[config.mk]
export PLATFORM = sky130hd
export DESIGN_NAME = flop_compare_sequencer
export DESIGN_NICKNAME = d
export VERILOG_FILES = /design/src/rtl/flop_compare_sequencer.sv
export SDC_FILE = /design/constraint.sdc
export NUM_CORES = 1
export LEC_CHECK = 0
export CORE_UTILIZATION = 51
export DETAILED_ROUTE_END_ITERATION = 16
export PLACE_DENSITY = 0.77
export SLEW_MARGIN = 20
export SYNTH_ARGS = -nofsm -noshare
export SYNTH_HDL_FRONTEND = slang
export SYNTH_SLANG_ARGS = --single-unit
[constraint.sdc]
create_clock -name clk -period 8.35 [get_ports clk]
set_clock_uncertainty 0.1 [all_clocks]
set_input_delay 2.0875 -clock clk [delete_from_list [all_inputs] [get_ports clk]]
set_output_delay 2.0875 -clock clk [all_outputs]
set_load 0.1 [all_outputs]
[src/rtl/flop_compare_sequencer.sv]
// flop_compare_sequencer
// Paces a spec-vs-impl flop comparison harness: issues stimulus and clock
// update strobes in fixed phase order, skips a warm-up period, then samples
// the per-lane equivalence results and keeps a pass/fail summary.
//
// state    | meaning
// ---------+-----------------------------------------------------------
// S_IDLE   | waiting for start (after reset or abort)
// S_WARMUP | stepping the harness, results ignored
// S_CHECK  | stepping the harness, results sampled once per step
// S_DONE   | run complete, summary held until the next start
module flop_compare_sequencer #(
    parameter int LANES  = 16,
    parameter int STEP   = 3,
    parameter int WARMUP = 10,
    parameter int RUN    = 1000,
    parameter int CNTW   = 16
) (
    input  logic             clk,
    input  logic             reset,
    input  logic             start,
    input  logic             abort,
    input  logic [LANES-1:0] ok,
    output logic             stim_upd,
    output logic             clk_upd,
    output logic             check_en,
    output logic             busy,
    output logic             done,
    output logic             pass,
    output logic [CNTW-1:0]  fail_count,
    output logic [CNTW-1:0]  first_fail_step,
    output logic [LANES-1:0] first_fail_lanes,
    output logic [LANES-1:0] sticky_lanes
);

    localparam logic [1:0] S_IDLE   = 2'd0;
    localparam logic [1:0] S_WARMUP = 2'd1;
    localparam logic [1:0] S_CHECK  = 2'd2;
    localparam logic [1:0] S_DONE   = 2'd3;

    localparam int PW = $clog2(STEP);
    localparam logic [PW-1:0]   PHASE_LAST = PW'(STEP - 1);
    localparam logic [PW-1:0]   PHASE_CLK  = PW'(1);
    // WARM_LAST is never compared when WARMUP is 0 (WARMUP is skipped).
    localparam logic [CNTW-1:0] WARM_LAST  = CNTW'((WARMUP > 0) ? WARMUP - 1 : 0);
    localparam logic [CNTW-1:0] RUN_LAST   = CNTW'(RUN - 1);
    localparam logic [CNTW-1:0] FAIL_MAX   = '1;
    localparam logic [1:0]      S_FIRST    = (WARMUP == 0) ? S_CHECK : S_WARMUP;

    logic [1:0]       state;
    logic [PW-1:0]    phase;
    logic [CNTW-1:0]  step_cnt;
    logic [LANES-1:0] fail_mask;
    logic             is_busy;
    logic             sample_pt;
    logic             launch;
    logic             check_hit;

    assign is_busy   = (state == S_WARMUP) || (state == S_CHECK);
    assign sample_pt = is_busy && (phase == PHASE_LAST);
    assign launch    = !is_busy && start;
    assign check_hit = (state == S_CHECK) && sample_pt && !abort && (|fail_mask);

    // Lane fails unless ok is a clean 1; an X or Z on ok takes the else branch.
    always_comb begin
        fail_mask = '1;
        for (int i = 0; i < LANES; i++) begin
            if (ok[i]) begin
                fail_mask[i] = 1'b0;
            end
        end
    end

    // Sequencing FSM with phase and step counters.
    always_ff @(posedge clk or posedge reset) begin
        if (reset) begin
            state    <= S_IDLE;
            phase    <= '0;
            step_cnt <= '0;
        end else if (launch) begin
            state    <= S_FIRST;
            phase    <= '0;
            step_cnt <= '0;
        end else if (is_busy) begin
            if (abort) begin
                state    <= S_IDLE;
                phase    <= '0;
                step_cnt <= '0;
            end else begin
                phase <= (phase == PHASE_LAST) ? '0 : phase + 1'b1;
                if (sample_pt) begin
                    if ((state == S_WARMUP) && (step_cnt == WARM_LAST)) begin
                        state    <= S_CHECK;
                        step_cnt <= '0;
                    end else if ((state == S_CHECK) && (step_cnt == RUN_LAST)) begin
                        state <= S_DONE;
                    end else begin
                        step_cnt <= step_cnt + 1'b1;
                    end
                end
            end
        end
    end

    // Result collection; a zero fail_count marks "no failure recorded yet"
    // because the counter saturates instead of wrapping.
    always_ff @(posedge clk or posedge reset) begin
        if (reset) begin
            fail_count       <= '0;
            first_fail_step  <= '0;
            first_fail_lanes <= '0;
            sticky_lanes     <= '0;
        end else if (launch) begin
            fail_count       <= '0;
            first_fail_step  <= '0;
            first_fail_lanes <= '0;
            sticky_lanes     <= '0;
        end else if (check_hit) begin
            if (fail_count == '0) begin
                first_fail_step  <= step_cnt;
                first_fail_lanes <= fail_mask;
            end
            if (fail_count != FAIL_MAX) begin
                fail_count <= fail_count + 1'b1;
            end
            sticky_lanes <= sticky_lanes | fail_mask;
        end
    end

    assign busy     = is_busy;
    assign stim_upd = is_busy && (phase == '0);
    assign clk_upd  = is_busy && (phase == PHASE_CLK);
    assign check_en = (state == S_CHECK);
    assign done     = (state == S_DONE);
    assign pass     = (state == S_DONE) && (fail_count == '0);

endmodule

Word level (Yosys, flattened, before mapping). Cells that the tools add are included.

Add/subtract/negate cells: 3. Multiply operators: 0. Divide/modulo/power cells: 0. Magnitude comparators: 0. Equality and inequality tests: 9. Shift operators: 0. Muxes and demuxes: 43. Bitwise operators: 1. Reduce and logical (&&, ||, !) cells: 26.

Operators with widths (number): two-way mux 16 bit (17); adder 16 x 1 -> 16 bit (second input constant) (2); two-way mux 2 bit (10); == test 16 x 10 -> 1 bit (second input constant) (1); == test 16 x 4 -> 1 bit (second input constant) (1); logical NOT 16 bit (1); two-way mux 1 bit (16); inequality test 16 bit (second input constant) (1); bitwise OR 16 bit (1); OR reduction 16 bit (1); logical AND 1 bit (10); nonzero test 2 bit (4); == test 2 bit (second input constant) (3); AND reduction 3 bit (2); == test 2 x 1 -> 1 bit (second input constant) (2); inequality test 4 bit (second input constant) (1); AND reduction 2 bit (2); nonzero test 4 bit (1); nonzero test 3 bit (1); adder 2 x 1 -> 2 bit (second input constant) (1); logical NOT 1 bit (2); logical NOT 2 bit (1); logical OR 1 bit (1).

Flip-flop bits (word level): 84. Bits in latches: 0. Memory bits (writable): 0. ROM bits: 0. Input port bits: 20. Output and inout bits: 70. Memories: 0.

Longest topological paths before layout.
Word-level depth: 8. Depth in mapped cells: 9. Gate-level depth less buffers: 7.

Least setup slack after synthesis. Ideal clock, no wire load.

Path kind: reg-to-output. Start: register state[0]. End: output port clk_upd. Arrival time: 3.040 ns. Required time: 6.162 ns. Slack: 3.123 ns. Stages on the path, launching flop included: 4. Cell sequence: dfrtp_1 -> inv_1 -> ha_1 -> nor3b_1.

Word-level cells in the longest chain between the ends: 3.

Ends and longest elaborated chain: start: declaration (line 50) `logic [1:0] state;`; start signal: assignment (line 77) `state <= S_IDLE;`; start signal: assignment (line 81) `state <= S_FIRST;`; start signal: assignment (line 86) `state <= S_IDLE;`; == test 2 x 1 -> 1 bit / == test 2 bit (equally long branches) (line 59) `assign is_busy = (state == S_WARMUP) || (state == S_CHECK);`; logical OR 1 bit * (line 59); logical AND 1 bit * (line 132) `assign clk_upd = is_busy && (phase == PHASE_CLK);`; end: declaration (line 25) `output logic clk_upd,`.

Mark *: on every way between the ends. The rest lies on a longest branch, timed or not.

Worst setup path in the final report.
Start: register fail_count[1]. End: output port pass.

Word-level cells in the longest chain between the ends: 2.

Ends and longest elaborated chain: start: declaration (line 30) `output logic [CNTW-1:0] fail_count,`; start signal: assignment (line 124) `fail_count <= fail_count + 1'b1;`; logical NOT 16 bit (line 135) `assign pass = (state == S_DONE) && (fail_count == '0);`; logical AND 1 bit (line 135); end: declaration (line 29) `output logic pass,`.

No other way between the ends.

==> summary.md <==
| Metric | Value |
|---|---|
| FP Rows | 32 |
| Sequential share of the synthesized area | 51.0% |
| CP max FO | 4 |
| Maximum VDD drop | 0.105 mV |
| Final Cell Area | 0.00530 sq mm |
| Worst hold slack | 0.397 ns |
| Max clock buf depth | 2 |
| CTS Buf Count | 9 |
| Switching part of the total power | 31.7% |
| Fraction of registers with async set or reset after synthesis | 100% |
| Req. time, crit path | 6.16 ns |
| Die width | 91.9 um |
| CP Launch Type | register |
| Max-slew violation count | 0 |
| Syn Area/Cell | 9.55 sq um |
| DR iter-0 viols | 226 |
| Global-route wire length before repair | 16.6 mm |
| Final hold violation count | 0 |
| Worst EP arrival | 2.79 ns |
| # Post-CTS Setup Buffers | 0 |
| IO Count | 90 |
| Synthesized area | 0.00413 sq mm |
| Fmax achieved | 201 MHz |
| Clock group share of total power | 35.6% |
| Dpl cell area | 0.00507 sq mm |
| Synthesized instance count | 432 |
| Synth unique cells | 50 |
| Share of cells above drive strength 1 | 6.20% |
| Skew-Pair Late Insertion Delay | 0.35 ns |
| Nets | 538 |
| Syn Nets | 459 |
| Pint | 649 uW |
| Via count | 3567 |
| Pre-antenna DRT Iters | 5 |
| Clock slew at reported path FFs | 0.09 ns |
| DR DRC count | 0 |
| Cell leakage power | 0.00226 uW |
| Final setup vio count | 0 |
| Rel. slew slack | 30.9% |
| Clk root buf | clkbuf_8 |
| Gr usage total | 25.1% |
| Gr ovfl total | 0 |
| Largest net degree at the start of global routing | 85 |
| Sink Count | 84 |
| Register area | 0.00210 sq mm |
| Final setup TNS | 0 ns |
| Max-cap violations | 0 |
| Chip height | 91.9 um |
| CP cell instances | inv_1, ha_1, nor4b_1, nand4_1, nor2_1, clkdlybuf4s50_1 |
| Sequential Power Share | 44.6% |
| Number of synthesized flops with an enable pin | 0 |
| CTS Hold Bufs | 0 |
| DIE AREA | 0.00845 sq mm |
| Net Sw Power | 301 uW |
| Worst Path Buf+Inv | 2 |
| Status | complete, no violations |
| Largest stage delay, worst path | 1.15 ns |
| CP top delay family | buffers and inverters |
| Filler Cell Count | 614 |
| Drt total wl | 9.90 mm |
| Power Density | 179 mW/mm^2 |
| Initial Util | 53.1% |
| Worst-Margin Slew | 1.03 ns |
| Area growth syn-to-layout | 28.6% |
| Yosys Warn Count | 0 |
| Vias in the first global route | 3426 |
| Part of the cycle the worst path needs | 59.6% |
| RSZ-0062 raised after global routing | false |
| Slowest-stage cell, CP | clkdlybuf4s50_1 |
| Hold Path Class | reg -> reg |
| FF+latch count, synth | 84 |
| Main flop type after synthesis | dfrtp_1 |
| Avg WL per Cell | 16.0 um |
| Min Clock Period, post-route | 4.97 ns |
| Core Region | 0.00777 sq mm |
| H-tree depth | 3 |
| Post_cts resized | 0 |
| Vias per cell | 5.77 |
| Comb pwr share | 19.8% |
| Nature of the critical path endpoint | output port |
| Gpl congestion | 0.911 |
| Post-detail-place hpwl | 6.65 mm |
| Ant diodes | 0 |
| CTS tree | yes |
| PortBufs | 89 |
| Initial antenna violation count | 0 |
| Final ANT Viol Nets | 0 |
| Critical path class | reg -> out |
| Multi-input gate area in the final layout | 0.00189 sq mm |
[through the flow]
stage          power (uW)  std cells  util [%]  setup slack (ns)
3_5_place_dp          620        602      65.2              3.76
2_1_floorplan         574        432         -              3.12
5_1_grt               989        618      68.3              3.23
3_3_place_gp          617        602      65.2              3.82
4_1_cts               957        618      68.2              3.37
6_report              950        618      68.3              3.38
[state kept, by name (all words and copies together) (netlist names)]
signal and count:
first_fail_step 16, sticky_lanes 16, phase 2, state 2
step_cnt 16, first_fail_lanes 16, fail_count 16
[power groups by stage]
stage | Clock [uW] | Combinational, uW | Sequential, uW
after floorplan | 0 | 145 | 429
after global placement | 0 | 187 | 430
after detailed placement | 0 | 189 | 431
after CTS | 344 | 190 | 423
after global routing | 360 | 203 | 426
final | 338 | 188 | 423
[layout by cell type (no fill, tap or decap), types with 2 or more instances in the layout]
cell type	n
clkdlybuf4s50_1	89
dfrtp_1	84
nand2_1	75
nor2_1	34
o21ai_0	27
mux2i_1	20
o21a_1	16
a21oi_1	16
nand4_1	14
nand3_1	13
clkbuf_8	11
inv_1	10
nor3_1	8
o31ai_1	7
or4_1	7
ha_1	7
and4_1	6
and3_1	6
nor4_1	5
a31oi_1	5
or3_1	4
and2_1	4
xnor2_1	4
nand2b_1	3
a22o_1	3
or2_2	2
nor3b_1	2
a41o_1	2
a21o_1	2
clkinv_2	2
bufinv_16	2
[final timing paths]
path / startpoint / endpoint / slack (ns) / cells past startpoint
min in group asynchronous: reset / step_cnt[10] / 2.15 / 3
max: fail_count[1] / pass / 3.38 / 6
max in group asynchronous: reset / phase[1] / 5.47 / 3
max reg2reg: state[0] / step_cnt[12] / 5.52 / 7
min: sticky_lanes[11] / sticky_lanes[11] / 0.40 / 1
min reg2reg: sticky_lanes[11] / sticky_lanes[11] / 0.40 / 1
[synthesized netlist by cell type (4+ instances only)]
master,count,area share (%)
nand4_1,14,2.1
ha_1,7,2.1
a21oi_1,16,1.9
inv_1,11,1.0
and4_1,6,1.3
nand2_1,76,6.9
and3_1,6,0.91
xnor2_1,4,0.85
mux2i_1,20,4.9
nor2_1,34,3.1
a31oi_1,5,0.76
buf_2,9,1.1
clkbuf_1,13,1.2
nor3_1,9,1.1
dfrtp_1,84,51
and2_1,4,0.61
nor4_1,5,0.76
or4_1,7,1.3
o31ai_1,7,1.3
o21ai_0,27,3.3
or3_1,4,0.61
nand3_1,13,1.6
o21a_1,16,2.9
[metal layers]
| metal | share of wire [%] | GRT usage, % | wire, um |
|---|---|---|---|
| met3 | 8.7 | 7.71 | 862 |
| met2 | 44 | 36.2 | 4310 |
| met1 | 46 | 35.2 | 4560 |
| met4 | 1.7 | 9.77 | 164 |
| met5 | 0 | 0 | 0 |
[final cells by class]
class                           count  area share (%)
Clock inverter                      5            1.56
Inverter                           11           0.802
Sequential cell                    84            39.6
Timing Repair Buffer               91            17.2
Multi-Input combinational cell    314            35.6
Clock buffer                       11            2.85
Tap cell                          102            2.41
[logic make-up (layout without fill, tap and decap cells)]
group | Yosys count | after routing | share of synthesized area (%)
flops | 84 | 84 | 51.0
fa+ha+maj | 7 | 7 | 2.12
mux | 20 | 20 | 4.85
simple gates | 196 | 196 | 24.4
xor+xnor | 4 | 4 | 0.849
buf+inv | 34 | 118 | 3.46
compound gates | 87 | 87 | 13.4
Note: power is estimated with default switching activity, not from simulation.
